**src/rtl/vga_scaler_timing_if.sv**
```systemverilog
// Video-side bundle of the VGA scaler timing generator: the mode select in, DAC timing and frame-buffer address out.
// The master drives every output from one registered (h,v) snapshot, so all outputs are aligned on the same CLK25 edge.
interface vga_scaler_timing_if #(
  parameter int ADDR_W = 17
) ();
  logic              scale_sel;
  logic              clkout;
  logic              Hsync;
  logic              Vsync;
  logic              Nblank;
  logic              Nsync;
  logic              activeArea;
  logic [ADDR_W-1:0] pixel_address;
  logic              frame_start;
  logic              line_start;

  modport master (
    input  scale_sel,
    output clkout, Hsync, Vsync, Nblank, Nsync, activeArea,
    output pixel_address, frame_start, line_start
  );

  modport slave (
    output scale_sel,
    input  clkout, Hsync, Vsync, Nblank, Nsync, activeArea,
    input  pixel_address, frame_start, line_start
  );
endinterface

```
**src/rtl/vga_scaler_timing.sv**
```systemverilog
// VGA raster timing with a centred source window shown at 1x or 2x nearest-neighbour scale.
// The frame-buffer address is built incrementally from a line-base register and a running pixel address.
module vga_scaler_timing #(
  parameter int H_DISPLAY = 640,
  parameter int H_FRONT   = 16,
  parameter int H_SYNC    = 96,
  parameter int H_BACK    = 48,
  parameter int V_DISPLAY = 480,
  parameter int V_FRONT   = 10,
  parameter int V_SYNC    = 2,
  parameter int V_BACK    = 33,
  parameter int SRC_W     = 320,
  parameter int SRC_H     = 240,
  parameter int ADDR_W    = 17
) (
  input  logic                 CLK25,
  input  logic                 RST,
  vga_scaler_timing_if.master  vga
);
  localparam int H_TOTAL = H_DISPLAY + H_FRONT + H_SYNC + H_BACK;
  localparam int V_TOTAL = V_DISPLAY + V_FRONT + V_SYNC + V_BACK;
  localparam int HW      = $clog2(H_TOTAL);
  localparam int VW      = $clog2(V_TOTAL);

  localparam logic [HW-1:0] H_LAST = HW'(H_TOTAL - 1);
  localparam logic [HW-1:0] H_DISP = HW'(H_DISPLAY);
  localparam logic [HW-1:0] HS_BEG = HW'(H_DISPLAY + H_FRONT);
  localparam logic [HW-1:0] HS_END = HW'(H_DISPLAY + H_FRONT + H_SYNC);
  localparam logic [VW-1:0] V_LAST = VW'(V_TOTAL - 1);
  localparam logic [VW-1:0] V_DISP = VW'(V_DISPLAY);
  localparam logic [VW-1:0] VS_BEG = VW'(V_DISPLAY + V_FRONT);
  localparam logic [VW-1:0] VS_END = VW'(V_DISPLAY + V_FRONT + V_SYNC);

  // Window bounds for each scale; the upper bound is exclusive.
  localparam logic [HW-1:0] X0_1 = HW'((H_DISPLAY - SRC_W) / 2);
  localparam logic [HW-1:0] X1_1 = HW'((H_DISPLAY - SRC_W) / 2 + SRC_W);
  localparam logic [HW-1:0] X0_2 = HW'((H_DISPLAY - 2 * SRC_W) / 2);
  localparam logic [HW-1:0] X1_2 = HW'((H_DISPLAY - 2 * SRC_W) / 2 + 2 * SRC_W);
  localparam logic [VW-1:0] Y0_1 = VW'((V_DISPLAY - SRC_H) / 2);
  localparam logic [VW-1:0] Y1_1 = VW'((V_DISPLAY - SRC_H) / 2 + SRC_H);
  localparam logic [VW-1:0] Y0_2 = VW'((V_DISPLAY - 2 * SRC_H) / 2);
  localparam logic [VW-1:0] Y1_2 = VW'((V_DISPLAY - 2 * SRC_H) / 2 + 2 * SRC_H);

  localparam logic [ADDR_W-1:0] LINE_STEP = ADDR_W'(SRC_W);
  localparam logic [ADDR_W-1:0] ONE       = ADDR_W'(1);

  logic [HW-1:0]     h_q, h_d;
  logic [VW-1:0]     v_q, v_d;
  logic              mode_q, mode_d;
  logic              hphase_q, hphase_d;
  logic              vphase_q, vphase_d;
  logic [ADDR_W-1:0] run_q, run_d;
  logic [ADDR_W-1:0] base_q, base_d;

  logic              hsync_q, vsync_q, nblank_q, active_q, fs_q, ls_q;
  logic [ADDR_W-1:0] addr_q;

  logic          h_wrap, v_wrap, frame_wrap;
  logic [HW-1:0] x0, x1;
  logic [VW-1:0] y0, y1;
  logic          x_in, y_in, in_win;

  always_comb begin
    h_wrap     = (h_q == H_LAST);
    v_wrap     = (v_q == V_LAST);
    frame_wrap = h_wrap && v_wrap;
    x0         = mode_q ? X0_2 : X0_1;
    x1         = mode_q ? X1_2 : X1_1;
    y0         = mode_q ? Y0_2 : Y0_1;
    y1         = mode_q ? Y1_2 : Y1_1;
    x_in       = (h_q >= x0) && (h_q < x1);
    y_in       = (v_q >= y0) && (v_q < y1);
    in_win     = x_in && y_in;

    h_d      = h_wrap ? '0 : h_q + HW'(1);
    v_d      = h_wrap ? (v_wrap ? '0 : v_q + VW'(1)) : v_q;
    mode_d   = mode_q;
    hphase_d = hphase_q;
    vphase_d = vphase_q;
    run_d    = run_q;
    base_d   = base_q;

    if (frame_wrap) begin
      // The mode is only ever taken on the wrap to (0,0), so window bounds are stable for a whole frame.
      mode_d   = vga.scale_sel;
      hphase_d = 1'b0;
      vphase_d = 1'b0;
      run_d    = '0;
      base_d   = '0;
    end else if (h_wrap) begin
      // At 2x a source line is shown twice, so the base moves only after the odd window line.
      if (y_in) begin
        vphase_d = ~vphase_q;
        if (!mode_q || vphase_q) base_d = base_q + LINE_STEP;
      end
      hphase_d = 1'b0;
      run_d    = base_d;
    end else if (in_win) begin
      hphase_d = ~hphase_q;
      if (!mode_q || hphase_q) run_d = run_q + ONE;
    end
  end

  always_ff @(posedge CLK25) begin
    if (RST) begin
      h_q      <= '0;
      v_q      <= '0;
      mode_q   <= vga.scale_sel;
      hphase_q <= 1'b0;
      vphase_q <= 1'b0;
      run_q    <= '0;
      base_q   <= '0;
      hsync_q  <= 1'b1;
      vsync_q  <= 1'b1;
      nblank_q <= 1'b0;
      active_q <= 1'b0;
      addr_q   <= '0;
      fs_q     <= 1'b0;
      ls_q     <= 1'b0;
    end else begin
      h_q      <= h_d;
      v_q      <= v_d;
      mode_q   <= mode_d;
      hphase_q <= hphase_d;
      vphase_q <= vphase_d;
      run_q    <= run_d;
      base_q   <= base_d;
      hsync_q  <= !((h_q >= HS_BEG) && (h_q < HS_END));
      vsync_q  <= !((v_q >= VS_BEG) && (v_q < VS_END));
      nblank_q <= (h_q < H_DISP) && (v_q < V_DISP);
      active_q <= in_win;
      addr_q   <= in_win ? run_q : '0;
      fs_q     <= (h_q == '0) && (v_q == '0);
      ls_q     <= (h_q == '0);
    end
  end

  assign vga.clkout        = CLK25;
  assign vga.Nsync         = 1'b1;
  assign vga.Hsync         = hsync_q;
  assign vga.Vsync         = vsync_q;
  assign vga.Nblank        = nblank_q;
  assign vga.activeArea    = active_q;
  assign vga.pixel_address = addr_q;
  assign vga.frame_start   = fs_q;
  assign vga.line_start    = ls_q;
endmodule
```
**src/flat_wrapper.sv**
```systemverilog
// flat-port wrapper written by rule: the top's interface ports become plain ports
module vga_scaler_timing_flat 
#(
  parameter int H_DISPLAY = 640,
  parameter int H_FRONT   = 16,
  parameter int H_SYNC    = 96,
  parameter int H_BACK    = 48,
  parameter int V_DISPLAY = 480,
  parameter int V_FRONT   = 10,
  parameter int V_SYNC    = 2,
  parameter int V_BACK    = 33,
  parameter int SRC_W     = 320,
  parameter int SRC_H     = 240,
  parameter int ADDR_W    = 17
)
  (CLK25, RST, vga_scale_sel, vga_clkout, vga_Hsync, vga_Vsync, vga_Nblank, vga_Nsync, vga_activeArea, vga_pixel_address, vga_frame_start, vga_line_start);
  vga_scaler_timing_if #(.ADDR_W(ADDR_W)) vga_i ();
  input  logic CLK25;
  input  logic RST;
  input wire logic [$bits(vga_i.scale_sel)-1:0] vga_scale_sel;
  output wire logic [$bits(vga_i.clkout)-1:0] vga_clkout;
  output wire logic [$bits(vga_i.Hsync)-1:0] vga_Hsync;
  output wire logic [$bits(vga_i.Vsync)-1:0] vga_Vsync;
  output wire logic [$bits(vga_i.Nblank)-1:0] vga_Nblank;
  output wire logic [$bits(vga_i.Nsync)-1:0] vga_Nsync;
  output wire logic [$bits(vga_i.activeArea)-1:0] vga_activeArea;
  output wire logic [$bits(vga_i.pixel_address)-1:0] vga_pixel_address;
  output wire logic [$bits(vga_i.frame_start)-1:0] vga_frame_start;
  output wire logic [$bits(vga_i.line_start)-1:0] vga_line_start;
  assign vga_i.scale_sel = vga_scale_sel;
  assign vga_clkout = vga_i.clkout;
  assign vga_Hsync = vga_i.Hsync;
  assign vga_Vsync = vga_i.Vsync;
  assign vga_Nblank = vga_i.Nblank;
  assign vga_Nsync = vga_i.Nsync;
  assign vga_activeArea = vga_i.activeArea;
  assign vga_pixel_address = vga_i.pixel_address;
  assign vga_frame_start = vga_i.frame_start;
  assign vga_line_start = vga_i.line_start;
  vga_scaler_timing #(.H_DISPLAY(H_DISPLAY), .H_FRONT(H_FRONT), .H_SYNC(H_SYNC), .H_BACK(H_BACK), .V_DISPLAY(V_DISPLAY), .V_FRONT(V_FRONT), .V_SYNC(V_SYNC), .V_BACK(V_BACK), .SRC_W(SRC_W), .SRC_H(SRC_H), .ADDR_W(ADDR_W)) u_core (.CLK25(CLK25), .RST(RST), .vga(vga_i));
endmodule
```
**config.mk**
```make
export PLATFORM = sky130hd
export DESIGN_NAME = vga_scaler_timing_flat
export DESIGN_NICKNAME = d
export VERILOG_FILES = /design/src/rtl/vga_scaler_timing_if.sv /design/src/rtl/vga_scaler_timing.sv /design/src/flat_wrapper.sv
export SDC_FILE = /design/constraint.sdc
export NUM_CORES = 1
export LEC_CHECK = 0
export CAP_MARGIN = 20
export CORE_UTILIZATION = 25
export CTS_CLUSTER_SIZE = 40
export DETAILED_ROUTE_END_ITERATION = 8
export HOLD_SLACK_MARGIN = 0.06
export PLACE_DENSITY = 0.43
export RECOVER_POWER = 50
export SLEW_MARGIN = 20
export SYNTH_ARGS = -nofsm -noshare
export SYNTH_HDL_FRONTEND = slang
export SYNTH_SLANG_ARGS = --single-unit
```
**constraint.sdc**
```tcl
create_clock -name CLK25 -period 6.3 [get_ports CLK25]
set_input_delay 1.575 -clock CLK25 [delete_from_list [all_inputs] [get_ports CLK25]]
set_output_delay 1.575 -clock CLK25 [all_outputs]
set_load 0.05 [all_outputs]
```
==> impl_metrics.ini, run 1 <==
[run]
maxCapViolCount = 0

[finish]
syn2layout_area_growth_pct = 22.5
final_area_um2 = 4400
final_cells = 612
antenna_cells = 0
utilization_pct = 31.6
nets = 447
drive_above_1_share_pct = 6.48

[synth]
synthTopCellsByArea = dfxtp_1, xor2_1, nor2_1
synth_flop_cell = dfxtp_1
syn_inst = 407
syn-num-nets = 427
syn_area_per_cell_um2 = 8.84
ys_async_sr_fraction_pct = 0
synth_cell_type_count = 59
yosysWarningCount = 0
ys_ff_latch = 74
yosys.area.top_type_share_pct = 40.6
yosysTopAreaCell = dfxtp_1
synth_edf_count = 1
synthesis.area_um2 = 3600
ys_seq_area_share_pct = 41.5

[routing]
wl_per_cell_um = 13.8
drtIter0Drc = 178
wirelength_um = 8470
drt_pass1_iterations = 4
ant_nets = 0
drc_errors = 0
vias = 2899
via_per_inst = 4.74

[sta]
relSlewSlack_pct = 39.5
finalHoldViolations = 0
max_slew.worst_pin.slew_ns = 0.907
setup_viol = 0
fin_setup_tns_ns = 0
skew_ns = 0.00642
timing.final.ws_setup_ns = 0.644
grt_setup_unrepaired = no
slew_violations = 0

[floorplan]
die_x_um = 122
die_area_um2 = 14900
ios = 28
die_y_um = 122
rows = 43
core-area_um2 = 13900
start_util_pct = 25.8

[power]
p_clk_share_pct = 57.1
power_density_nw_per_um2 = 281
irDropWorstVdd_mv = 0.130
p_comb_share_pct = 4.2
pwr-share-seq_pct = 38.6
internal_power_uw = 959
leakage_uw = 0.00163
switching_share_pct = 22.5
power_switching_uw = 278

[global_route]
grt.met1_usage_pct = 16.3
gr-total-overflow = 0
grt_pass1_vias = 2851
grt.busiest_layer = met2
use_met3_pct = 3.14
grt_antenna_before_repair = 0
met2_usage_pct = 18.9
grt_pass1_wl_um = 14200
grt_max_degree = 25
grt_util_all_layers_pct = 12.6

[place]
dp_cells = 593
io_buffers = 26
place.gp.congestion = 0.779
hpwl_um = 5830
pre_cts_slack_ns = 0.903
placed_cell_area_um2 = 3990

[clock_tree]
clkTransAtPathRegs_ns = 0.06
cts_hold_buf = 0
clk_latency_ns = 0.45
post-cts-setup-buffers = 0
cts_resized = 0
tritoncts = done

[critical_path]
startpoint_type = clock port
critPathArrivalTime_ns = 4.08
end_kind = output pin
required_ns = 4.72
crit_type = clk -> out
critPathMaxFanout = 2

[min_path]
hold_class = reg -> reg

[status]
outcome = completed
[Yosys cell counts, drive strengths merged (2+ instances only)]
cell / number
a211oi: 2
a21oi: 8
and2: 17
and3: 8
and4: 7
buf: 10
clkbuf: 11
dfxtp: 73
ha: 17
inv: 10
nand2: 21
nand2b: 3
nand3: 21
nand4: 15
nor2: 57
nor2b: 3
nor3: 14
nor4: 10
nor4b: 3
o2111ai: 3
o211ai: 2
o21ai: 5
o22a: 2
o22ai: 7
or3: 4
or4: 4
xnor2: 24
xor2: 25
[cell usage in the layout (no fill, tap or decap), types with 14 or more instances in the layout]
cell type      Yosys  routed
and2_1            16      16
dfxtp_1           73      73
dlygate4sd3_1      0      24
ha_1              17      17
nand2_1           21      21
nand3_1           20      20
nand4_1           15      15
nor2_1            57      57
nor3_1            14      14
xnor2_1           24      24
xor2_1            25      25
[power by group through the flow]
stage                     clock network (uW)  registers [uW]  logic, uW
after floorplan                         34.2             494       32.4
after global placement                  36.6             488       53.8
after detailed placement                36.6             489       54.0
after CTS                                723             478       54.3
after global routing                     744             479       57.8
final                                    707             478       52.3
[flip-flops by register name (all words and copies together), names as in the netlist, 10 cells and up]
name / cells
u_core.h_q: 10
u_core.run_q: 17
u_core.base_q: 11
u_core.vga.pixel_address: 17
u_core.v_q: 10
[layer usage]
| layer | routed length [um] | part of all wire [%] | up-vias |
|---|---|---|---|
| li1 | - | - | 1479 |
| met1 | 4230 | 50 | 1351 |
| met2 | 3690 | 44 | 52 |
| met3 | 328 | 3.9 | 17 |
| met4 | 228 | 2.7 | 0 |
| met5 | 0 | 0 | - |
[worst paths after layout]
kind,from,to,slack [ns],cells after the start
max,CLK25,vga_clkout,0.64,3
min,u_core.run_q[16]$_SDFFE_PP0P_,u_core.vga.pixel_address[16]$_SDFF_PP0_,0.47,1
max reg2reg,u_core.mode_q$_DFFE_PP_,u_core.vga.pixel_address[3]$_SDFF_PP0_,2.81,9
min reg2reg,u_core.run_q[16]$_SDFFE_PP0P_,u_core.vga.pixel_address[16]$_SDFF_PP0_,0.47,1
[cells by family after synthesis]
logic type / count (synthesis) / share of synthesized area, %
flip-flops: 74 / 41.5
AND/OR/NAND/NOR: 192 / 28.3
buffers and inverters: 31 / 3.69
other: 1 / 0.104
XOR/XNOR: 49 / 11.9
AO/OA/AOI/OAI: 43 / 8.59
adder cells (fa/ha/maj): 17 / 5.91
[worst max-delay path, stage by stage]
cell	delay (ns)
clkbuf_16	0.12
clkbuf_16	0.13
clkdlybuf4s50_1	0.68
[metrics by stage]
step	hold slack, ns	total power (uW)
floorplan	0.412	560
global placement	0.464	579
detailed placement	0.464	579
CTS	0.475	1260
global route	0.516	1280
finish	0.471	1240
[final cells by class]
cell class                 count  area (um^2)
fill                        1401         9530
multi-input combinational    302         1970
sequential                    74         1490
clock buffer                  16          352
timing repair buffer          26          254
tap                          180          225
clock inverter                 4         72.6
inverter                      10         37.5
No activity file was read; power rests on OpenSTA's default activity.
==> run 2: changes to the inputs <==
--- a/config.mk
+++ b/config.mk
@@ -10,9 +10,10 @@
 export CTS_CLUSTER_SIZE = 40
 export DETAILED_ROUTE_END_ITERATION = 8
 export HOLD_SLACK_MARGIN = 0.06
-export PLACE_DENSITY = 0.43
+export PLACE_DENSITY = 0.44
 export RECOVER_POWER = 50
 export SLEW_MARGIN = 20
 export SYNTH_ARGS = -nofsm -noshare
 export SYNTH_HDL_FRONTEND = slang
 export SYNTH_SLANG_ARGS = --single-unit
+export TNS_END_PERCENT = 1
==> constraint.sdc (replaced) <==
create_clock -name CLK25 -period 5.1 [get_ports CLK25]
set_input_delay 1.275 -clock CLK25 [delete_from_list [all_inputs] [get_ports CLK25]]
set_output_delay 1.275 -clock CLK25 [all_outputs]
set_load 0.05 [all_outputs]
==> run 2 against run 1 <==
Worst hold slack got worse by 0.0054 ns. Sequential cell count unchanged. Clock skew about the same. Highest routed layer unchanged. Worst setup slack worse by 0.30 ns. Clock-buffer cell count is 2 lower. Non-clock buffer count is the same. Die area is the same. Wire length down 3.3%. Largest cell class unchanged. Clock power is 3.7% higher. Sequential power up 24%.
==> impl_metrics.ini, run 2 (same netlist as run 1, synthesis figures left out) <==
[status]
outcome = completed

[sta]
setup_viol = 0
finalHoldViolations = 0
skew_ns = 0.00637
max_slew.worst_pin.slew_ns = 0.898
grt_setup_unrepaired = no
relSlewSlack_pct = 40.1
slew_violations = 0
fin_setup_tns_ns = 0

[critical_path]
reg2reg_to = u_core.vga.pixel_address[3]$_SDFF_PP0_
cp.depth = 3
cp_slowest_cell = clkdlybuf4s50_1
critPathArrivalTime_ns = 3.48
max_stage_delay_ns = 0.68
worst-path-buf-inv = 3
critical_path.most_common_cell = clkbuf_16
r2r-start = u_core.mode_q$_DFFE_PP_
crit_end = vga_clkout
startpoint = CLK25
crit_type = clk -> out
r2r_slack_ns = 1.56
end_kind = output pin
required_ns = 3.83
startpoint_type = clock port
cp_top_family = buffers and inverters
critPathMaxFanout = 2
r2r_cells = 9
crit_path_cell_trace = clkbuf_16 -> clkbuf_16 -> clkdlybuf4s50_1

[floorplan]
rows = 43
ios = 28
start_util_pct = 25.8
die_area_um2 = 14900
die_x_um = 122
core-area_um2 = 13900
die_y_um = 122

[global_route]
grt_max_degree = 25
met2_usage_pct = 18.3
grt.busiest_layer = met2
grt_antenna_before_repair = 0
gr-total-overflow = 0
grt_util_all_layers_pct = 12.1
grt_pass1_vias = 2686
grt.met1_usage_pct = 15.5
grt_pass1_wl_um = 13700
use_met3_pct = 3.00

[clock_tree]
cts_resized = 0
clk_latency_ns = 0.45
tritoncts = done
clkTransAtPathRegs_ns = 0.05
post-cts-setup-buffers = 0
cts_hold_buf = 0

[finish]
final_common_cell = dfxtp_1
final_cell_mix = dfxtp_1, nor2_1, xor2_1, dlygate4sd3_1, xnor2_1
utilization_pct = 31.1
drive_above_1_share_pct = 6.25
syn2layout_area_growth_pct = 20.6
nets = 447
antenna_cells = 0

[power]
leakage_uw = 0.00159
irDropWorstVdd_mv = 0.151
power_density_nw_per_um2 = 320

[run]
maxCapViolCount = 0

[routing]
vias = 2871
wirelength_um = 8200
wl_per_cell_um = 13.4
drc_errors = 0
drtIter0Drc = 207
via_per_inst = 4.69
drt_pass1_iterations = 4
ant_nets = 0

[place]
io_buffers = 26
hpwl_um = 5660
place.gp.congestion = 0.750

[min_path]
hold_class = reg -> reg
run 2: changes by cell type in the layout (fill, tap and decap cells not counted), sizes merged:
cell	delta
bufinv	-2
clkdlybuf4s50	-1
clkbuf	-2
clkinv	+1
dlygate4sd3	+1
inv	+1
clkinvlp	+2
run 2: area by class of cell:
type                       count  area (um^2)
inverter                      10         37.5
multi-input combinational    302         1970
clock buffer                  14          314
fill                        1434         9600
clock inverter                 6         42.5
sequential                    74         1490
timing repair buffer          26          254
tap                          180          225
run 2: where the power goes:
| group | total, uW | internal (uW) | switching (uW) |
|---|---|---|---|
| Sequential | 591 | 585 | 5.77 |
| Clock | 733 | 442 | 291 |
| Combinational | 63.3 | 19.0 | 44.2 |
| Total | 1390 | 1050 | 341 |
run 2: worst reg2reg max path, delay by kind of cell (launching register included):
kind	cells	cell delay, ns
buf+inv	2	0.86
compound gates	2	0.40
flops	1	0.57
fa+ha+maj	1	0.33
simple gates	4	1.32
run 2: how the worst min path moves through the flow:
stage                                             start                                 endpoint  depth (start not counted)
after global routing      u_core.run_q[16]$_SDFFE_PP0P_  u_core.vga.pixel_address[16]$_SDFF_PP0_                          1
after global placement       u_core.v_q[3]$_SDFFE_PP0P_              u_core.vga.Vsync$_SDFF_PP1_                          1
final                        u_core.v_q[3]$_SDFFE_PP0P_              u_core.vga.Vsync$_SDFF_PP1_                          1
after CTS                 u_core.run_q[16]$_SDFFE_PP0P_  u_core.vga.pixel_address[16]$_SDFF_PP0_                          1
after floorplan              u_core.v_q[3]$_SDFFE_PP0P_              u_core.vga.Vsync$_SDFF_PP1_                          1
after detailed placement     u_core.v_q[3]$_SDFFE_PP0P_              u_core.vga.Vsync$_SDFF_PP1_                          1
run 2: through the flow:
| step | total power [uW] | hold WS [ns] | worst slack (ns) | area [um^2] | instances |
|---|---|---|---|---|---|
| finish | 1390 | 0.466 | 0.345 | 4340 | 612 |
| global route | 1450 | 0.498 | 0.326 | 4340 | 612 |
| CTS | 1410 | 0.473 | 0.339 | 4340 | 612 |
| detailed placement | 715 | 0.454 | 0.603 | 3990 | 593 |
| global placement | 714 | 0.461 | 0.603 | 3990 | 593 |
| floorplan | 692 | 0.412 | 1.11 | 3600 | 407 |
run 2: routing by layer:
layer | wire length [um] | up-vias
li1 | - | 1483
met1 | 4090 | 1337
met2 | 3670 | 38
met3 | 255 | 13
met4 | 184 | 0
met5 | 0 | -
==> run 3: changes to the inputs <==
--- a/config.mk
+++ b/config.mk
@@ -6,7 +6,9 @@
 export NUM_CORES = 1
 export LEC_CHECK = 0
 export CAP_MARGIN = 20
+export CORE_ASPECT_RATIO = 1.4
 export CORE_UTILIZATION = 25
+export CTS_CLUSTER_DIAMETER = 120
 export CTS_CLUSTER_SIZE = 40
 export DETAILED_ROUTE_END_ITERATION = 8
 export HOLD_SLACK_MARGIN = 0.06
==> run 3 against run 2 <==
Sequential power about the same. Die area about the same. Design area rose by 1.8%. Utilization increased by 0.46 points. Critical path type unchanged.
==> impl_metrics.ini, run 3 (same netlist as run 1, synthesis figures left out) <==
[status]
outcome = completed

[power]
power_switching_uw = 331
switching_share_pct = 21.7
power_density_nw_per_um2 = 345
internal_power_uw = 1190
pwr-share-seq_pct = 38.8
leakage_uw = 0.00164
irDropWorstVdd_mv = 0.162
p_clk_share_pct = 57.0
p_comb_share_pct = 4.2

[critical_path]
r2r_slack_ns = 1.65
crit_path_cell_trace = clkbuf_16 -> clkbuf_16 -> clkdlybuf4s50_1
r2r_cells = 9
startpoint = CLK25
required_ns = 3.83
critPathMaxFanout = 2
startpoint_type = clock port
r2r-start = u_core.mode_q$_DFFE_PP_
max_stage_delay_ns = 0.68
crit_end = vga_clkout
reg2reg_to = u_core.vga.pixel_address[3]$_SDFF_PP0_
critPathArrivalTime_ns = 3.48
end_kind = output pin
critical_path.most_common_cell = clkbuf_16
crit_type = clk -> out
cp_slowest_cell = clkdlybuf4s50_1

[clock_tree]
tritoncts = done
post-cts-setup-buffers = 0
cts_hold_buf = 0
cts_resized = 0
clk_latency_ns = 0.44
clkTransAtPathRegs_ns = 0.05

[sta]
whs_ns = 0.463
max_slew.worst_pin.slew_ns = 0.864
slew_violations = 0
skew_ns = 0.00644
relSlewSlack_pct = 42.4
grt_setup_unrepaired = no
setup_viol = 0
finalHoldViolations = 0
fin_setup_tns_ns = 0
timing.final.ws_setup_ns = 0.345

[finish]
n_fill_cell = 1453
multi_input_area_um2 = 1970
syn2layout_area_growth_pct = 22.7
final_cell_mix = dfxtp_1, nor2_1, xor2_1, dlygate4sd3_1, xnor2_1
antenna_cells = 0
drive_above_1_share_pct = 6.47
nets = 448
utilization_pct = 31.6
final-seq-area_um2 = 1490
final_common_cell = dfxtp_1

[floorplan]
die_area_um2 = 14900
die_y_um = 144
die_x_um = 103
core-area_um2 = 14000
ios = 28
start_util_pct = 25.7
rows = 51

[global_route]
grt_pass1_vias = 2782
grt_pass1_wl_um = 13600
grt_antenna_before_repair = 0
use_met3_pct = 3.60
grt.met1_usage_pct = 14.0
grt.busiest_layer = met2
grt_util_all_layers_pct = 12.2
met2_usage_pct = 19.7
gr-total-overflow = 0
grt_max_degree = 25

[run]
maxCapViolCount = 0

[routing]
via_per_inst = 4.68
drt_pass1_iterations = 4
wirelength_um = 8280
drc_errors = 0
wl_per_cell_um = 13.4
vias = 2894
drtIter0Drc = 117
ant_nets = 0

[place]
io_buffers = 26
place.gp.congestion = 0.772
pre_cts_slack_ns = 0.603
hpwl_um = 5880

[min_path]
hold_class = reg -> reg
==> run 3: cell count changes in the layout (fill, tap and decap cells not counted) <==
cell        delta
buf_4          +1
bufinv_16      +3
clkinv_2       +2
clkinv_4       -1
clkinvlp_4     -3
inv_4          -1
==> run 3: area by class of cell <==
| type | instances | area share (%) |
|---|---|---|
| multi-input combinational | 302 | 44.7 |
| sequential | 74 | 33.8 |
| clock buffer | 14 | 7.12 |
| timing repair buffer | 27 | 5.93 |
| tap | 185 | 5.25 |
| clock inverter | 6 | 2.38 |
| inverter | 10 | 0.851 |
==> run 3: worst max-delay path: cells and delay by family <==
family   cells  cell delay (ns)
buf+inv      3             0.92
==> run 3: layer usage <==
layer	vias up	share of wire, %
met5	-	0
met4	0	3.0
met3	17	2.3
met2	45	49
met1	1353	46
li1	1479	-
==> run 3: worst min-delay path by stage <==
stage | start | endpoint | slack [ns] | cells past startpoint
2_1_floorplan | u_core.v_q[3]$_SDFFE_PP0P_ | u_core.vga.Vsync$_SDFF_PP1_ | 0.41 | 1
3_3_place_gp | u_core.run_q[16]$_SDFFE_PP0P_ | u_core.vga.pixel_address[16]$_SDFF_PP0_ | 0.46 | 1
3_5_place_dp | u_core.run_q[16]$_SDFFE_PP0P_ | u_core.vga.pixel_address[16]$_SDFF_PP0_ | 0.46 | 1
4_1_cts | u_core.run_q[16]$_SDFFE_PP0P_ | u_core.vga.pixel_address[16]$_SDFF_PP0_ | 0.47 | 1
5_1_grt | u_core.run_q[16]$_SDFFE_PP0P_ | u_core.vga.pixel_address[16]$_SDFF_PP0_ | 0.51 | 1
6_report | u_core.v_q[3]$_SDFFE_PP0P_ | u_core.vga.Vsync$_SDFF_PP1_ | 0.46 | 1
==> run 3: power by group through the flow <==
| stage | sequential, uW | combinational (uW) | clock [uW] |
|---|---|---|---|
| CTS | 591 | 66.9 | 890 |
| global placement | 604 | 66.2 | 45.2 |
| global route | 592 | 71.1 | 915 |
| finish | 591 | 64.0 | 868 |
| detailed placement | 604 | 66.7 | 45.2 |
| floorplan | 610 | 40.0 | 42.3 |
==> run 3: through the flow <==
stage | power, uW | cells | instance area (um^2)
3_5_place_dp | 716 | 599 | 4010
3_3_place_gp | 715 | 599 | 4010
4_1_cts | 1550 | 618 | 4420
5_1_grt | 1580 | 618 | 4410
2_1_floorplan | 692 | 407 | 3600
6_report | 1520 | 618 | 4410
==> edit 1: new RTL, config.mk and constraints of run 1 <==
`H_DISPLAY` is set to 640 in 2 places; all go to 2560.
--- a/src/rtl/vga_scaler_timing.sv
+++ b/src/rtl/vga_scaler_timing.sv
@@ -3,3 +3,3 @@
 module vga_scaler_timing #(
-  parameter int H_DISPLAY = 640,
+  parameter int H_DISPLAY = 2560,
   parameter int H_FRONT   = 16,
--- a/src/flat_wrapper.sv
+++ b/src/flat_wrapper.sv
@@ -3,3 +3,3 @@
 #(
-  parameter int H_DISPLAY = 640,
+  parameter int H_DISPLAY = 2560,
   parameter int H_FRONT   = 16,
Check against the original RTL: not equivalent (Yosys sat finds a counterexample within 4 cycles, from zero or initial values and one cycle with RST high).
==> edit 1 against run 1 <==
Global-route usage decreased by 0.58 points; sequential power increased by 2%; via count increased by 4.2%; clock power decreased by 14%; sequential cell count increased by 2; total power decreased by 7.7%; worst setup slack got worse by 0.67 ps; final area increased by 2.0%; routed wire length increased by 2.5%; synthesized area increased by 5.3%.
==> edit 1: results (changes against run 1) <==
* Synth cell count leaders: 75 x dfxtp_1, 48 x nor2_1, 31 x a21oi_1
* First DRT Iteration DRCs at 154 (-13%)
* Post-CTS sizing at 0 (unchanged)
* Sum Neg Setup Slack at 0 ps (unchanged)
* Net switching power at 283 uW (+1.8%)
* Share of cells above drive strength 1 at 0.0609 (-0.00395)
* Measured slew at the worst slew-check pin at 891 ps (-16.4 ps)
* GRT Resource Usage Total at 0.121 (-0.00579)
* DRC viols at 0 (unchanged)
* Status: complete, no violations
* Post-synthesis sequential area ratio at 0.404 (-0.0104)
* Layout Nets at 478 (+6.9%)
* Placed Instances at 625 (+5.4%)
* Port buffer count at 26 (unchanged)
* Async set or reset register ratio after synthesis at 0 (unchanged)
* ANT cells at 0 (unchanged)
* Vias in the first global route at 3,000 (+5.2%)
* Post-CTS Setup Bufs at 0 (unchanged)
* Worst Skew at 5.95 ps (-0.467 ps)
* Routed len/inst at 13.5 um (-2.6%)
* Filler cell count at 1,548 (+10%)
* Top post-synthesis cells by area: dfxtp_1 40%, ha_1 6.6%, xor2_1 6.5%
* Via density at 4.69 (-0.94%)
* Hold Crit Class: reg2reg
* Detailed Place HPWL at 6.19 mm (+6.2%)
* Dpl ws at 903 ps (unchanged)
* Routed wire length at 8.69 mm (+2.5%)
* Syn Nets at 457 (+7.0%)
* Clock latency on the worst-skew pair at 450 ps (about the same)
* Cells after Synth at 434 (+6.6%)
* Pleak at 1.70 nW (+4.2%)
* Post-synth EDFFs at 1 (unchanged)
* Core area at 0.0146 mm2 (+5.1%)
* GPL Wtd Cong at 0.777 (-0.26%)
* Synth cell types at 49 (-17%)
* Initial antenna violation count at 0 (unchanged)
* Worst VDD drop at 0.132 mV (+1.5%)
* Synthesis Warnings at 0 (unchanged)
* Clock slew at reported path FFs at 60 ps (about the same)
* First-pass GRT wire length at 14.9 mm (+5.1%)
* DRT Pass-1 Iters at 6 (+2)
* Crit-path max FO at 2 (unchanged)
* Setup violations, final at 0 (unchanged)
* Largest net degree at the start of global routing at 23 (-8.0%)
edit 1: cell count changes in the layout (fill, tap and decap cells not counted), sizes merged, moves of 7 or more:
cell	before	now
and2	17	25
or3	4	16
o21ai	5	28
nor4	10	3
nand3	21	13
nor2	57	49
clkdlybuf4s50	2	13
dlygate4sd3	24	13
xnor2	24	14
a21oi	8	31
edit 1: cell families after synthesis:
family / count (synthesis) / synth area share
XOR/XNOR: 42 / 0.0971
flip-flops: 76 / 0.404
buffers and inverters: 33 / 0.0489
AND/OR/NAND/NOR: 186 / 0.264
adder cells (fa/ha/maj): 20 / 0.0661
other: 1 / 0.000990
multiplexers: 3 / 0.00826
AO/OA/AOI/OAI: 73 / 0.111
edit 1: cell type report:
cell class / count / share of cell area
multi-input cells: 325 / 0.459
flip-flops and latches: 76 / 0.341
clock buffers: 13 / 0.0691
repair buffers: 27 / 0.0582
well taps: 184 / 0.0513
clock inverters: 7 / 0.0111
inverters: 12 / 0.0100
edit 1: metrics by stage:
step | hold WS, ps | cell area (um2)
final | 467 | 4490
after global placement | 451 | 4150
after global routing | 502 | 4490
after detailed placement | 456 | 4150
after CTS | 471 | 4500
after floorplan | 430 | 3790
edit 1: metal layers:
metal	part of all wire	global-route usage	wire length, um	vias to the layer above
met4	0.020	0.0624	174	0
met5	0	0	0	-
li1	-	-	-	1549
met3	0.030	0.0377	262	12
met1	0.51	0.157	4450	1412
met2	0.44	0.179	3800	49
edit 1: critical path, cell delays in order:
cell and delay [ps]:
clkbuf_16 120, clkbuf_16 120, clkdlybuf4s50_1 690
edit 1: worst paths after layout:
kind                                          startpoint                       endpoint  slack (ps)  depth (start not counted)
worst min-delay path            u_core.h_q[0]$_SDFF_PP0_       u_core.h_q[0]$_SDFF_PP0_         470                          1
worst max register to register   u_core.mode_q$_DFFE_PP_  u_core.run_q[13]$_SDFFE_PP0P_        2850                          9
worst max-delay path                               CLK25                     vga_clkout         640                          3
worst min register to register  u_core.h_q[0]$_SDFF_PP0_       u_core.h_q[0]$_SDFF_PP0_         470                          1
edit 1: power by group through the flow:
stage / combinational [mW] / clock, mW / sequential [mW]
2_1_floorplan: 0.0272 / 0.0342 / 0.505
3_3_place_gp: 0.0439 / 0.0366 / 0.499
3_5_place_dp: 0.0452 / 0.0366 / 0.500
4_1_cts: 0.0452 / 0.632 / 0.489
5_1_grt: 0.0478 / 0.654 / 0.489
6_report: 0.0432 / 0.610 / 0.489
==> edit 2: new RTL, flow settings as in run 1 <==
Without the edit above. `SRC_W` is set to 320 in 2 places; all go to 160.
--- a/src/rtl/vga_scaler_timing.sv
+++ b/src/rtl/vga_scaler_timing.sv
@@ -11,3 +11,3 @@
   parameter int V_BACK    = 33,
-  parameter int SRC_W     = 320,
+  parameter int SRC_W     = 160,
   parameter int SRC_H     = 240,
--- a/src/flat_wrapper.sv
+++ b/src/flat_wrapper.sv
@@ -11,3 +11,3 @@
   parameter int V_BACK    = 33,
-  parameter int SRC_W     = 320,
+  parameter int SRC_W     = 160,
   parameter int SRC_H     = 240,
Behaviour: not the same (Yosys sat finds a counterexample within 4 cycles, from zero or initial values and one cycle with RST high).
==> edit 2 against run 1 <==
The flow now finishes with violations (DRC, capacitance limit, slew limit); sequential cell count increased by 1; total power decreased by 7.8%; via count increased by 2.7%; worst setup slack got worse by 4.2 ps; count of clock-buffer cells in the layout decreased by 1; routed wire length about the same; utilization decreased by 1.0 points; die area increased by 5.5%; largest cell class unchanged; synthesized area increased by 5.6%; final area increased by 2.1%.
==> edit 2: results (changes against run 1) <==
* Status: complete, but fails checks
* Failing checks: DRC, capacitance limit, slew limit
* Post-synthesis sequential area ratio at 0.398 (-0.0169)
* Global Route met3 Usage at 0.0488 (+0.0174)
* Syn Nets at 436 (+2.1%)
* Layout Nets at 453 (+1.3%)
* Largest net degree at the start of global routing at 38 (+52%)
* Synth Area per Inst at 9.11 um2 (+3.1%)
* Max Slew Vio Count at 60 (+60)
* M1 WL at 4.30 mm (+1.6%)
* First DRT Iteration DRCs at 169 (-5.1%)
* Post-synthesis mux area share at 0.00296 (+0.00296)
* Filler cell count at 1,525 (+8.9%)
* GRT Resource Usage Total at 0.119 (-0.00736)
* Routed len/inst at 13.6 um (-1.7%)
* Complex-gate fraction of the synthesized area at 0.117 (+0.0307)
* Top post-synthesis cells by area: dfxtp_1 39%, xnor2_1 8.3%, ha_1 5.3%
* DRC viols at 3 (+3)
* GPL Wtd Cong at 0.729 (-6.4%)
* Placed inst area at 0.00417 mm2 (+4.4%)
* Max cap viols at 2 (+2)
* Detailed Place HPWL at 5.71 mm (-2.1%)
* WL met3 at 354 um (+7.9%)
* Share of cells above drive strength 1 at 0.0979 (+0.0331)
* Placed Instances at 604 (+1.9%)
* Synth cell count leaders: 74 x dfxtp_1, 45 x nor2_1, 36 x xnor2_1
* Measured slew at the worst slew-check pin at 2930 ps (+2020 ps)
* Vias in the first global route at 2,888 (+1.3%)
* Synth cell types at 56 (-5.1%)
* DRT Pass-1 Iters at 9 (+5)
* Routing usage on met1 at 0.147 (-0.0153)
==> edit 2: cell types whose count changed in the layout (fill, tap and decap cells not counted), moves of 6 or more <==
| cell | run 1 | this run |
|---|---|---|
| nor2_1 | 57 | 45 |
| a21oi_1 | 7 | 16 |
| o22ai_1 | 7 | 0 |
| nor3_1 | 14 | 27 |
| xnor2_1 | 24 | 36 |
| dlygate4sd3_1 | 24 | 5 |
| clkdlybuf4s50_1 | 2 | 21 |
| nor4_1 | 10 | 4 |
| nor4_2 | 0 | 8 |
| o21ai_0 | 5 | 12 |
| xor2_1 | 25 | 10 |
| nand3_1 | 20 | 14 |
==> edit 2: layout make-up <==
cell class / count / share of cell area
inverter: 11 / 0.00918
clock inverter: 5 / 0.00584
timing repair buffer: 26 / 0.0573
tap: 184 / 0.0512
sequential: 75 / 0.336
multi-input combinational: 307 / 0.465
clock buffer: 15 / 0.0751
==> edit 2: cells by family (layout without fill, tap and decap cells) <==
group           count (synthesis)  in the layout
fa+ha+maj                      16             16
buf+inv                        35             57
compound gates                 57             57
xor+xnor                       46             46
other cells                     1              1
flops                          75             75
simple gates                  186            186
mux                             1              1
==> edit 2: report_power, final <==
part | switching [mW] | internal [mW] | leakage (nW)
sequential | 0.00325 | 0.479 | 0.607
combinational | 0.0302 | 0.0122 | 0.750
clock | 0.239 | 0.377 | 0.186
==> edit 2: worst paths after layout <==
kind / startpoint / endpoint / slack, ps
hold reg to reg: u_core.h_q[0]$_SDFF_PP0_ / u_core.h_q[0]$_SDFF_PP0_ / 460
hold / removal: u_core.h_q[0]$_SDFF_PP0_ / u_core.h_q[0]$_SDFF_PP0_ / 460
setup / recovery: CLK25 / vga_clkout / 640
setup reg to reg: u_core.mode_q$_DFFE_PP_ / u_core.vga.pixel_address[8]$_SDFF_PP0_ / 1480
